==> src/rtl/tick_period_monitor.sv <==
// Tick interval monitor: measures strobe spacing, locks, flags misses.
// Optional TICK_EDGE_EN: treat tick_in as a level and count rising edges.
module tick_period_monitor #(
  parameter int unsigned EXPECT_PERIOD = 1000,
  parameter int unsigned TOLERANCE     = 0,
  parameter int unsigned LOCK_COUNT    = 4,
  parameter int unsigned CNT_W         = 32
) (
  input  logic             origin_clk,
  input  logic             rst_n,
  input  logic             tick_in,
  input  logic             clear,
  output logic [CNT_W-1:0] period,
  output logic             period_valid,
  output logic             locked,
  output logic             fault,
  output logic [7:0]       miss_cnt
);

  localparam int unsigned HI_I = EXPECT_PERIOD + TOLERANCE;
  localparam int unsigned LO_I =
    (EXPECT_PERIOD > TOLERANCE + 1) ? EXPECT_PERIOD - TOLERANCE : 1;

  localparam logic [CNT_W-1:0] LIMIT = CNT_W'(HI_I);
  localparam logic [CNT_W-1:0] LOW   = CNT_W'(LO_I);
  localparam logic [CNT_W-1:0] ONE   = CNT_W'(1);
  localparam logic [7:0]       LOCK_N = 8'(LOCK_COUNT);

  typedef enum logic [1:0] {
    IDLE, ACQUIRE, LOCKED, FAULT
  } state_t;

  state_t           state, state_n;
  logic             tick;
  logic [CNT_W-1:0] icnt;
  logic             armed;
  logic [7:0]       good_cnt;
  logic             measure, in_range, miss;
  logic             good_ev, bad_ev, clr, lock_hit;
  logic             locked_n, fault_n;

`ifdef TICK_EDGE_EN
  logic tick_q, edge_q;

  always_ff @(posedge origin_clk or negedge rst_n) begin
    if (!rst_n) begin
      tick_q <= 1'b0;
      edge_q <= 1'b0;
    end else begin
      tick_q <= tick_in;
      edge_q <= tick_in & ~tick_q;
    end
  end

  assign tick = edge_q;
`else
  assign tick = tick_in;
`endif

  assign measure  = tick & armed;
  assign in_range = (icnt >= LOW) && (icnt <= LIMIT);
  // icnt keeps counting past LIMIT, so this fires once per gap
  assign miss     = armed & ~tick & (icnt == LIMIT);
  assign good_ev  = measure & in_range;
  assign bad_ev   = (measure & ~in_range) | miss;
  assign clr      = clear & (state != IDLE);
  assign lock_hit = good_ev && ((good_cnt + 8'd1) == LOCK_N);

  always_ff @(posedge origin_clk or negedge rst_n) begin
    if (!rst_n) begin
      icnt         <= '0;
      armed        <= 1'b0;
      period       <= '0;
      period_valid <= 1'b0;
      miss_cnt     <= '0;
      good_cnt     <= '0;
    end else begin
      if (tick)
        icnt <= ONE;
      else if (icnt != '1)
        icnt <= icnt + ONE;
      if (tick)
        armed <= 1'b1;
      period_valid <= measure;
      if (measure)
        period <= icnt;
      if (clr)
        miss_cnt <= '0;
      else if (miss && miss_cnt != 8'hff)
        miss_cnt <= miss_cnt + 8'd1;
      if (clr || state != ACQUIRE || bad_ev)
        good_cnt <= '0;
      else if (good_ev)
        good_cnt <= good_cnt + 8'd1;
    end
  end

  always_ff @(posedge origin_clk or negedge rst_n) begin
    if (!rst_n) begin
      state  <= IDLE;
      locked <= 1'b0;
      fault  <= 1'b0;
    end else begin
      state  <= state_n;
      locked <= locked_n;
      fault  <= fault_n;
    end
  end

  always_comb begin
    state_n = state;
    unique case (state)
      IDLE:    if (tick) state_n = ACQUIRE;
      ACQUIRE: if (lock_hit) state_n = LOCKED;
      LOCKED:  if (bad_ev) state_n = FAULT;
      FAULT:   state_n = FAULT;
      default: state_n = IDLE;
    endcase
    if (clr)
      state_n = ACQUIRE;
  end

  always_comb begin
    locked_n = (state_n == LOCKED);
    fault_n  = (state_n == FAULT);
  end

endmodule

==> config.mk <==
export PLATFORM = sky130hd
export DESIGN_NAME = tick_period_monitor
export DESIGN_NICKNAME = d
export VERILOG_FILES = /design/src/rtl/tick_period_monitor.sv
export SDC_FILE = /design/constraint.sdc
export NUM_CORES = 1
export LEC_CHECK = 0
export ABC_AREA = 1
export BUFFER_PORTS_ARGS = -buffer_cell sky130_fd_sc_hd__buf_2
export CAP_MARGIN = 20
export CORE_MARGIN = 2
export CORE_UTILIZATION = 40
export DETAILED_ROUTE_END_ITERATION = 6
export GPL_TIMING_DRIVEN = 0
export SYNTH_ARGS = -nofsm -noshare
export SYNTH_HDL_FRONTEND = slang
export SYNTH_SLANG_ARGS = --single-unit
==> constraint.sdc <==
create_clock -name origin_clk -period 2.2 [get_ports origin_clk]
set_input_delay 0.33 -clock origin_clk [delete_from_list [all_inputs] [get_ports origin_clk]]
set_output_delay 0.33 -clock origin_clk [all_outputs]
set_load 0.03 [all_outputs]
==> impl_summary.md, run 1 <==
Global route
The first global-routing pass estimated 20400 um of wire. After global routing the overflow that remains totals 0. The via count of the first global-routing pass was ~4100. The initial antenna violation count is 0. Global routing consumed, over all layers together, about a fifth of the routing resources. The largest net degree at the start of global routing is 49.

STA
Final hold analysis gives a worst-case slack of 0.331 ns. Across the routed clock network, the largest skew measured is ~0.013 ns. The fraction of the cycle the final worst path needs is between 90% and 100%. Setup total negative slack on the finished layout was measured at 0 ns. Setup repair after global routing left no endpoint under its margin. After layout, the worst setup slack is between 0.15 and 0.2 ns. The number of hold-slack violations in the final timing report was 0. The setup-violating endpoint count in the final report is 0.

The slew at the pin closest to its max-slew limit is 0.530 ns. The post-route minimum period is 2.02 ns. Derived from the worst setup path, the maximum achievable clock frequency is approximately 500 MHz. The max-slew violation count is 0. Measured against its own limit, the worst slew margin works out to between 60% and 70%.

Cells and area
The share of final-layout standard cells stronger than drive strength 1 is about 14%. For this run, the post-layout net count is roughly 670. Relative to the synthesized area, the layout overhead comes to 15.9%. The area of all placed cells without fillers is 0.00532 sq mm. The number of diodes is 0. The fill cell total of the finished layout is 1112.

Logic synthesis
The dominant cell type by area after synthesis is dfrtp_1. The number of synthesized register bits is 86. When the netlist entered floorplanning its net count stood at around 610.

Among all flip-flop cells after synthesis, the most frequent one is dfrtp_1. The share of synthesized flip-flops with an asynchronous set or reset is 100%. After synthesis the cells add up to ~0.0046 sq mm.

The number of enable-type register cells in the synthesized netlist is 0. The synthesized design devotes to its leading area cell type a little under half of total area. The netlist uses 34 different library cells. The number of instances in the synthesized netlist is slightly above 600. The most frequently used cell type in the post-synthesis netlist is nand2_1. By count the netlist is led by nand2_1, dfrtp_1, nor2_1. The share of the Yosys chip area taken by registers is 46.9%. In the post-synthesis netlist, the biggest area contributors are dfrtp_1, nand2_1, nor2_1, inv_1, o21ai_0.

The yosys synthesis warning count is 0. The average instance area after synthesis is 7.60 sq um.

Placement
Summed over all nets, the half-perimeter wirelength after detailed placement is 9180 um. Once placement finished, the instance area stood at 0.00502 sq mm. The count of buffers from port buffering is 45.

OpenSTA, run right after detailed placement, puts the worst setup slack at around 0.10 ns. The global placement routability congestion is 0.962.

Pwr
The cell-internal power is 2.43 mW. The portion of total power attributed to combinational logic is 5.0%. The leakage power figure is 2.61 nW. The net switching power is 766 uW.

Dividing total power by cell area gives a power density of 600 mW/mm^2. Registers are responsible for between 50 and 60% of the overall power. The switching share of total power is 24.0%. The clock network fraction of design power is ~45%. The largest vdd supply drop is approximately 0.33 mV.

Die
For this configuration, the core starts out at a cell density of between 40% and 50%. 47 I/O pins were placed. The horizontal die dimension is approximately 110 um.

The count of standard-cell rows is 39. The floorplan step defined a core boundary enclosing 0.0113 sq mm. The area of the die is approximately 0.012 sq mm.

The die is 111 um tall.

Detailed routing
In this run, the number of DRC markers left after iteration 0 of detailed routing was ~320. The length of the first detailed-routing pass in iterations is 7. In the final routed layout, each cell accounts on average for 14.9 um. The topmost layer with routed signal wires is met4.

The remaining antenna violation count after routing is 0. In the detailed route, the total length drawn on met3 is around 630 um. The routed design uses roughly 5800 um of met2 wire. The routed layout has between 4000 and 5000 vias.

The number of vias per cell is about 5.2. The routed design has between 10000 and 15000 um of wire. The sum of routed wire segments on met1 is between 5000 and 6000 um. The post-detailed-route DRC marker count is 0.

Setup path
The startpoint of the most critical setup path is icnt[1]. Data on the critical path arrives at its endpoint at 2.27 ns. The worst setup path is captured at a flop. The destination of the worst register-to-register timing path is icnt[15].

In this run the worst path has a maximum fanout of 10. The worst setup path is launched from a flop. The flop-to-flop setup slack is about 0.18 ns. The path depth of the worst reg2reg path is 10. The capturing instance or port of the critical path is icnt[15]. The startpoint identified for the worst register-to-register timing path is icnt[1].

The critical path class is reg2reg. The critical path required time is about 2.4 ns.

Hold path
The class of the tightest hold or removal check is in2reg.

Clock tree
For this design, the sink count on the clock tree is between 80 and 90. Clock tree synthesis selected as its root buffer the cell clkbuf_16. The clock tree from TritonCTS is built. The source-to-sink clock delay at the later pin of the worst-skew pair is between 0.3 and 0.4 ns. After clock tree synthesis, the clock-pin slew on the worst setup and hold paths is about 0.070 ns. TritonCTS created 9 clock buffers.

The maximum buffer depth of the clock tree is 2. The CTS H-tree depth is 3.

Status
The run finished with clean final reports.

Flow run
Max-cap violations in this run came to 0.
-- logic make-up after synthesis --
kind of cell	synth area share [%]
AOI/OAI and AO/OA	9.73
and+or+nand+nor	33.0
buffers and inverters	7.28
adders and majority gates	1.36
DFF	46.9
xor gates and xnor gates	1.72
-- power groups by stage --
stage	Sequential, mW	Clock, mW	Combinational, mW
after floorplan	1.65	0	0.0619
after global placement	1.64	0	0.149
after detailed placement	1.64	0	0.158
after CTS	1.61	1.45	0.160
after global routing	1.61	1.53	0.179
final	1.61	1.43	0.158
-- through the flow --
step	utilization, %	std cells	power (mW)
floorplan	-	604	1.71
global placement	44.1	792	1.79
detailed placement	44.4	793	1.80
CTS	46.9	810	3.22
global route	47.0	810	3.31
finish	47.0	810	3.19
-- cells in the final DEF (no fill, tap or decap), types with 4 or more instances in the layout --
cell / synthesis / layout
clkbuf_16: 0 / 9
nand3_1: 41 / 41
nand2_2: 8 / 8
xor2_1: 9 / 9
buf_2: 3 / 46
a21oi_1: 14 / 14
inv_2: 3 / 4
a31oi_1: 6 / 6
nand4_1: 12 / 12
inv_1: 70 / 69
nor2_4: 4 / 4
dfrtp_1: 86 / 86
o21ai_0: 52 / 52
nor3_1: 20 / 20
nor4_1: 4 / 4
ha_1: 5 / 4
nand2_1: 163 / 163
nor2_1: 74 / 72
clkbuf_1: 9 / 10
-- how the worst min path moves through the flow --
stage / cells past startpoint / from / endpoint / slack, ns
after floorplan: 0 / rst_n / armed / 0.03
after global placement: 2 / period[8] / period[8] / 0.46
after detailed placement: 1 / rst_n / good_cnt[7] / 0.35
after CTS: 4 / clear / locked / 0.32
after global routing: 4 / clear / locked / 0.34
final: 4 / clear / locked / 0.33
-- timing repair --
item | CTS | global route
setup endpoints to repair | 0 | 8
endpoints found under the hold margin | 38 | 0
hold buffers | 1 | 0
resized for setup | 0 | 6
setup buffers | 0 | 0
-- layer usage --
layer  track usage, %  up-vias
li1                 -     2067
met3             3.61       19
met2             32.9      136
met1             27.9     2004
met4             7.24        0
met5                0        -
-- flip-flops by register name (all words and copies together), names as in the netlist --
name	cells
miss_cnt	8
armed	1
icnt	32
state	2
period	32
locked	1
period_valid	1
fault	1
good_cnt	8
-- critical path, cell delays in order (launching register included) --
cell     delay [ns]
dfrtp_1        0.41
ha_2           0.26
nand2_1        0.07
inv_1          0.09
nand3_2        0.12
nor2_4         0.16
nand3_4        0.12
inv_1          0.11
nand4_2        0.22
buf_4          0.28
o31ai_1        0.07
-- layout make-up --
cell class / instances / area (sq um) / area share [%]
sequential: 86 / 2150 / 40.5
multi-input combinational: 432 / 2110 / 39.7
inverter: 73 / 274 / 5.15
timing repair buffer: 47 / 265 / 4.99
clock buffer: 11 / 243 / 4.56
tap: 143 / 179 / 3.36
buffer: 13 / 62.6 / 1.18
clock inverter: 5 / 33.8 / 0.635
Power figures use the tool's default switching activity.
==> run 2, diff against run 1 <==
--- a/config.mk
+++ b/config.mk
@@ -9,9 +9,10 @@
 export BUFFER_PORTS_ARGS = -buffer_cell sky130_fd_sc_hd__buf_2
 export CAP_MARGIN = 20
 export CORE_MARGIN = 2
-export CORE_UTILIZATION = 40
+export CORE_UTILIZATION = 59
 export DETAILED_ROUTE_END_ITERATION = 6
 export GPL_TIMING_DRIVEN = 0
+export PLACE_DENSITY = 0.8
 export SYNTH_ARGS = -nofsm -noshare
 export SYNTH_HDL_FRONTEND = slang
 export SYNTH_SLANG_ARGS = --single-unit
==> impl_summary.md, run 2 (synthesized netlist as in run 1, its figures left out) <==
Setup path
The peak per-stage delay on the critical path is about 0.40 ns. Walking the worst path, the cells encountered are ha_1 > nand2_1 > inv_1 > nand3_2 > nor2_4 > nand3_4 > nor2_4 > nand2_2 > buf_6 > a21oi_1 > nor3_1. The arrival time of data at the critical path endpoint is 2.29 ns.

The destination of the worst register-to-register timing path is icnt[19]. STA classifies the critical path endpoint as a flop. The slowest cell on the critical path is dfrtp_1. The critical path's most frequent cell is nor2_4. The critical path class is reg2reg. The setup check on the worst reg-to-reg path leaves a slack of 0.13 ns. Along the worst path, the maximum fanout reaches 10. The worst setup path is launched from a flop. The worst register-to-register path has a depth of 11.

STA puts the critical path data required time at approximately 2.4 ns. In this run the critical register-to-register path is launched from icnt[1].

Clock tree
The CTS H-tree depth is 3. The source-to-sink clock delay at the later pin of the worst-skew pair is roughly 0.36 ns. The number of post-CTS setup repair buffers is 0. The number of buffers created by CTS is 9. The clock root buffer is clkbuf_8. The maximum buffer depth of the clock tree is 2. TritonCTS built the clock tree. The clock-pin slew reported for the worst setup and hold paths after clock tree synthesis is about 0.08 ns. The count of clock tree sinks is 86.

Pwr
In this run the power density over the cells is between 500 and 600 mW/mm^2. Summed over all nets, the switching power comes to roughly 700 uW. In this run, the clock network consumes between 40 and 50% of the power. The largest vdd supply drop is around 0.36 mV. Combinational logic is responsible for 5.2% of the overall power. For this design the static power due to leakage is ~2.6 nW. Net switching is between 20% and 30% of the power. The part of the power in registers is 54.0%. The cell-internal power is between 2 and 2.5 mW.

STA
The summed negative setup slack over all endpoints is 0 ns. The number of hold-slack violations in the final timing report is 0. In this run the tightest slew margin relative to its limit is ~62%. The max-slew violation count is 0. The clock skew after layout is roughly 0.011 ns. The slew at the pin closest to its max-slew limit is 0.564 ns. The fraction of the cycle the final worst path needs is 94.1%.

After layout, the minimum clock period comes to just over 2 ns. On the final layout, the worst hold slack is ~0.27 ns. Setup violations remaining at the end of the flow were counted as 0.

Setup repair after global routing left no endpoint under its margin. The achievable clock frequency is roughly 480 MHz.

Die
The initialized floorplan defines 32 standard-cell rows. The initial cell density of the core is between 60% and 70%. The die covers ~0.0085 sq mm. From left edge to right edge, the die measures approximately 92 um. The core region is roughly 0.0076 sq mm.

Measured along the y axis, the die boundary spans around 90 um. The number of top-level pins is 47.

Detailed routing
The routed layout has approximately 4300 vias. The initial DRC count is roughly 340. Once detail routing completed, the nets flagged for antenna violations numbered 0. The length of the first detailed-routing pass in iterations is 5. The number of vias per cell is about 5.6. In the routed design, unresolved DRC markers number 0. The detail-routed net length per standard cell is between 15 and 20 um.

The detailed-route wire length is around 12000 um.

Global route
The first global-routing pass estimated 19300 um of wire. Across every metal layer, demand over resource in global routing totals approximately 30%. The largest net degree at the start of global routing is 63. The via count of the first global-routing pass was 3967. The initial antenna violation count is 0.

The leftover overflow at the end of global routing is 0.

Status
The run finished with clean final reports.

Cells and area
The end-of-flow core utilization is about 68%. Relative to the synthesized area, the layout overhead comes to 13.5%. The library cell used most frequently in the layout, excluding fill and tap cells, is nand2_1. The number of nets in the layout is 671. The number of diodes is 0. The largest registers in the layout are icnt: 32 flops, period: 32 flops. Cells with a size suffix above 1 make up around 14% of the layout.

In the layout the commonest cells are nand2_1, dfrtp_1, nor2_1.

Hold path
The worst hold path begins at clear. The path class of the tightest hold or removal check is in2reg. The hold path endpoint is state[1].

The instance count along the most critical hold path is 4.

Placement
The count of buffers from port buffering is 45. The HPWL after detailed placement is roughly 8700 um. The congestion estimate from routability-driven global placement came to between 0.9 and 1.

Flow run
The reported max-cap violation count is 0.
==> run 2: cell types whose count changed in the layout (fill, tap and decap cells not counted), sizes merged <==
cell,previous run,this run
clkbuf,20,19
bufinv,0,2
inv,74,73
clkinv,2,1
clkinvlp,2,1
==> run 2: metrics by stage <==
| stage | cells | worst slack (ns) | cell area [sq um] | power, mW |
|---|---|---|---|---|
| after floorplan | 604 | 0.402 | 4590 | 1.71 |
| after global placement | 751 | 0.113 | 4940 | 1.78 |
| after detailed placement | 752 | 0.173 | 4970 | 1.79 |
| after CTS | 767 | 0.111 | 5190 | 2.98 |
| after global routing | 767 | 0.000202 | 5210 | 3.07 |
| final | 767 | 0.130 | 5210 | 2.98 |
==> run 2: timing repair <==
action | 4_1_cts | 5_1_grt
hold buffers | 1 | 0
gates resized for setup | 0 | 6
endpoints found under the setup margin | 0 | 8
endpoints found under the hold margin | 24 | 0
==> run 2: worst max-delay path, delay by kind of cell (launching register included) <==
family,cells,cell delay [ns]
fa+ha+maj,1,0.30
compound gates,1,0.14
flops,1,0.40
buf+inv,2,0.29
simple gates,7,0.79
==> run 2: final cells by class <==
type / instances / area, sq um
plain buffers: 13 / 62.6
flip-flops and latches: 86 / 2150
clock buffers: 10 / 138
repair buffers: 47 / 265
fillers: 693 / 2440
inverters: 73 / 274
multi-input cells: 432 / 2120
well taps: 102 / 128
clock inverters: 4 / 72.6
==> run 2: worst max path at each step <==
stage / slack [ns] / cells past startpoint / startpoint / end
final: 0.13 / 11 / icnt[1] / icnt[19]
after detailed placement: 0.17 / 10 / icnt[1] / icnt[15]
after CTS: 0.11 / 10 / icnt[1] / icnt[15]
after global routing: 0.0002 / 12 / icnt[28] / fault
after global placement: 0.11 / 1 / rst_n / period[5]
after floorplan: 0.40 / 8 / miss_cnt[0] / miss_cnt[6]
==> run 2: routing by layer <==
| layer | vias up | share of wire (%) | global-route usage [%] |
|---|---|---|---|
| li1 | 2079 | - | - |
| met1 | 2038 | 46 | 42.0 |
| met2 | 166 | 46 | 44.9 |
| met3 | 23 | 6.2 | 4.52 |
| met4 | 0 | 2.1 | 10.9 |
| met5 | - | 0 | 0 |
==> run 2: power by group through the flow <==
stage / logic [mW] / registers [mW] / clock network (mW)
final: 0.155 / 1.61 / 1.21
after global routing: 0.174 / 1.61 / 1.29
after CTS: 0.155 / 1.61 / 1.22
after detailed placement: 0.153 / 1.64 / 0
after global placement: 0.142 / 1.64 / 0
after floorplan: 0.0619 / 1.65 / 0
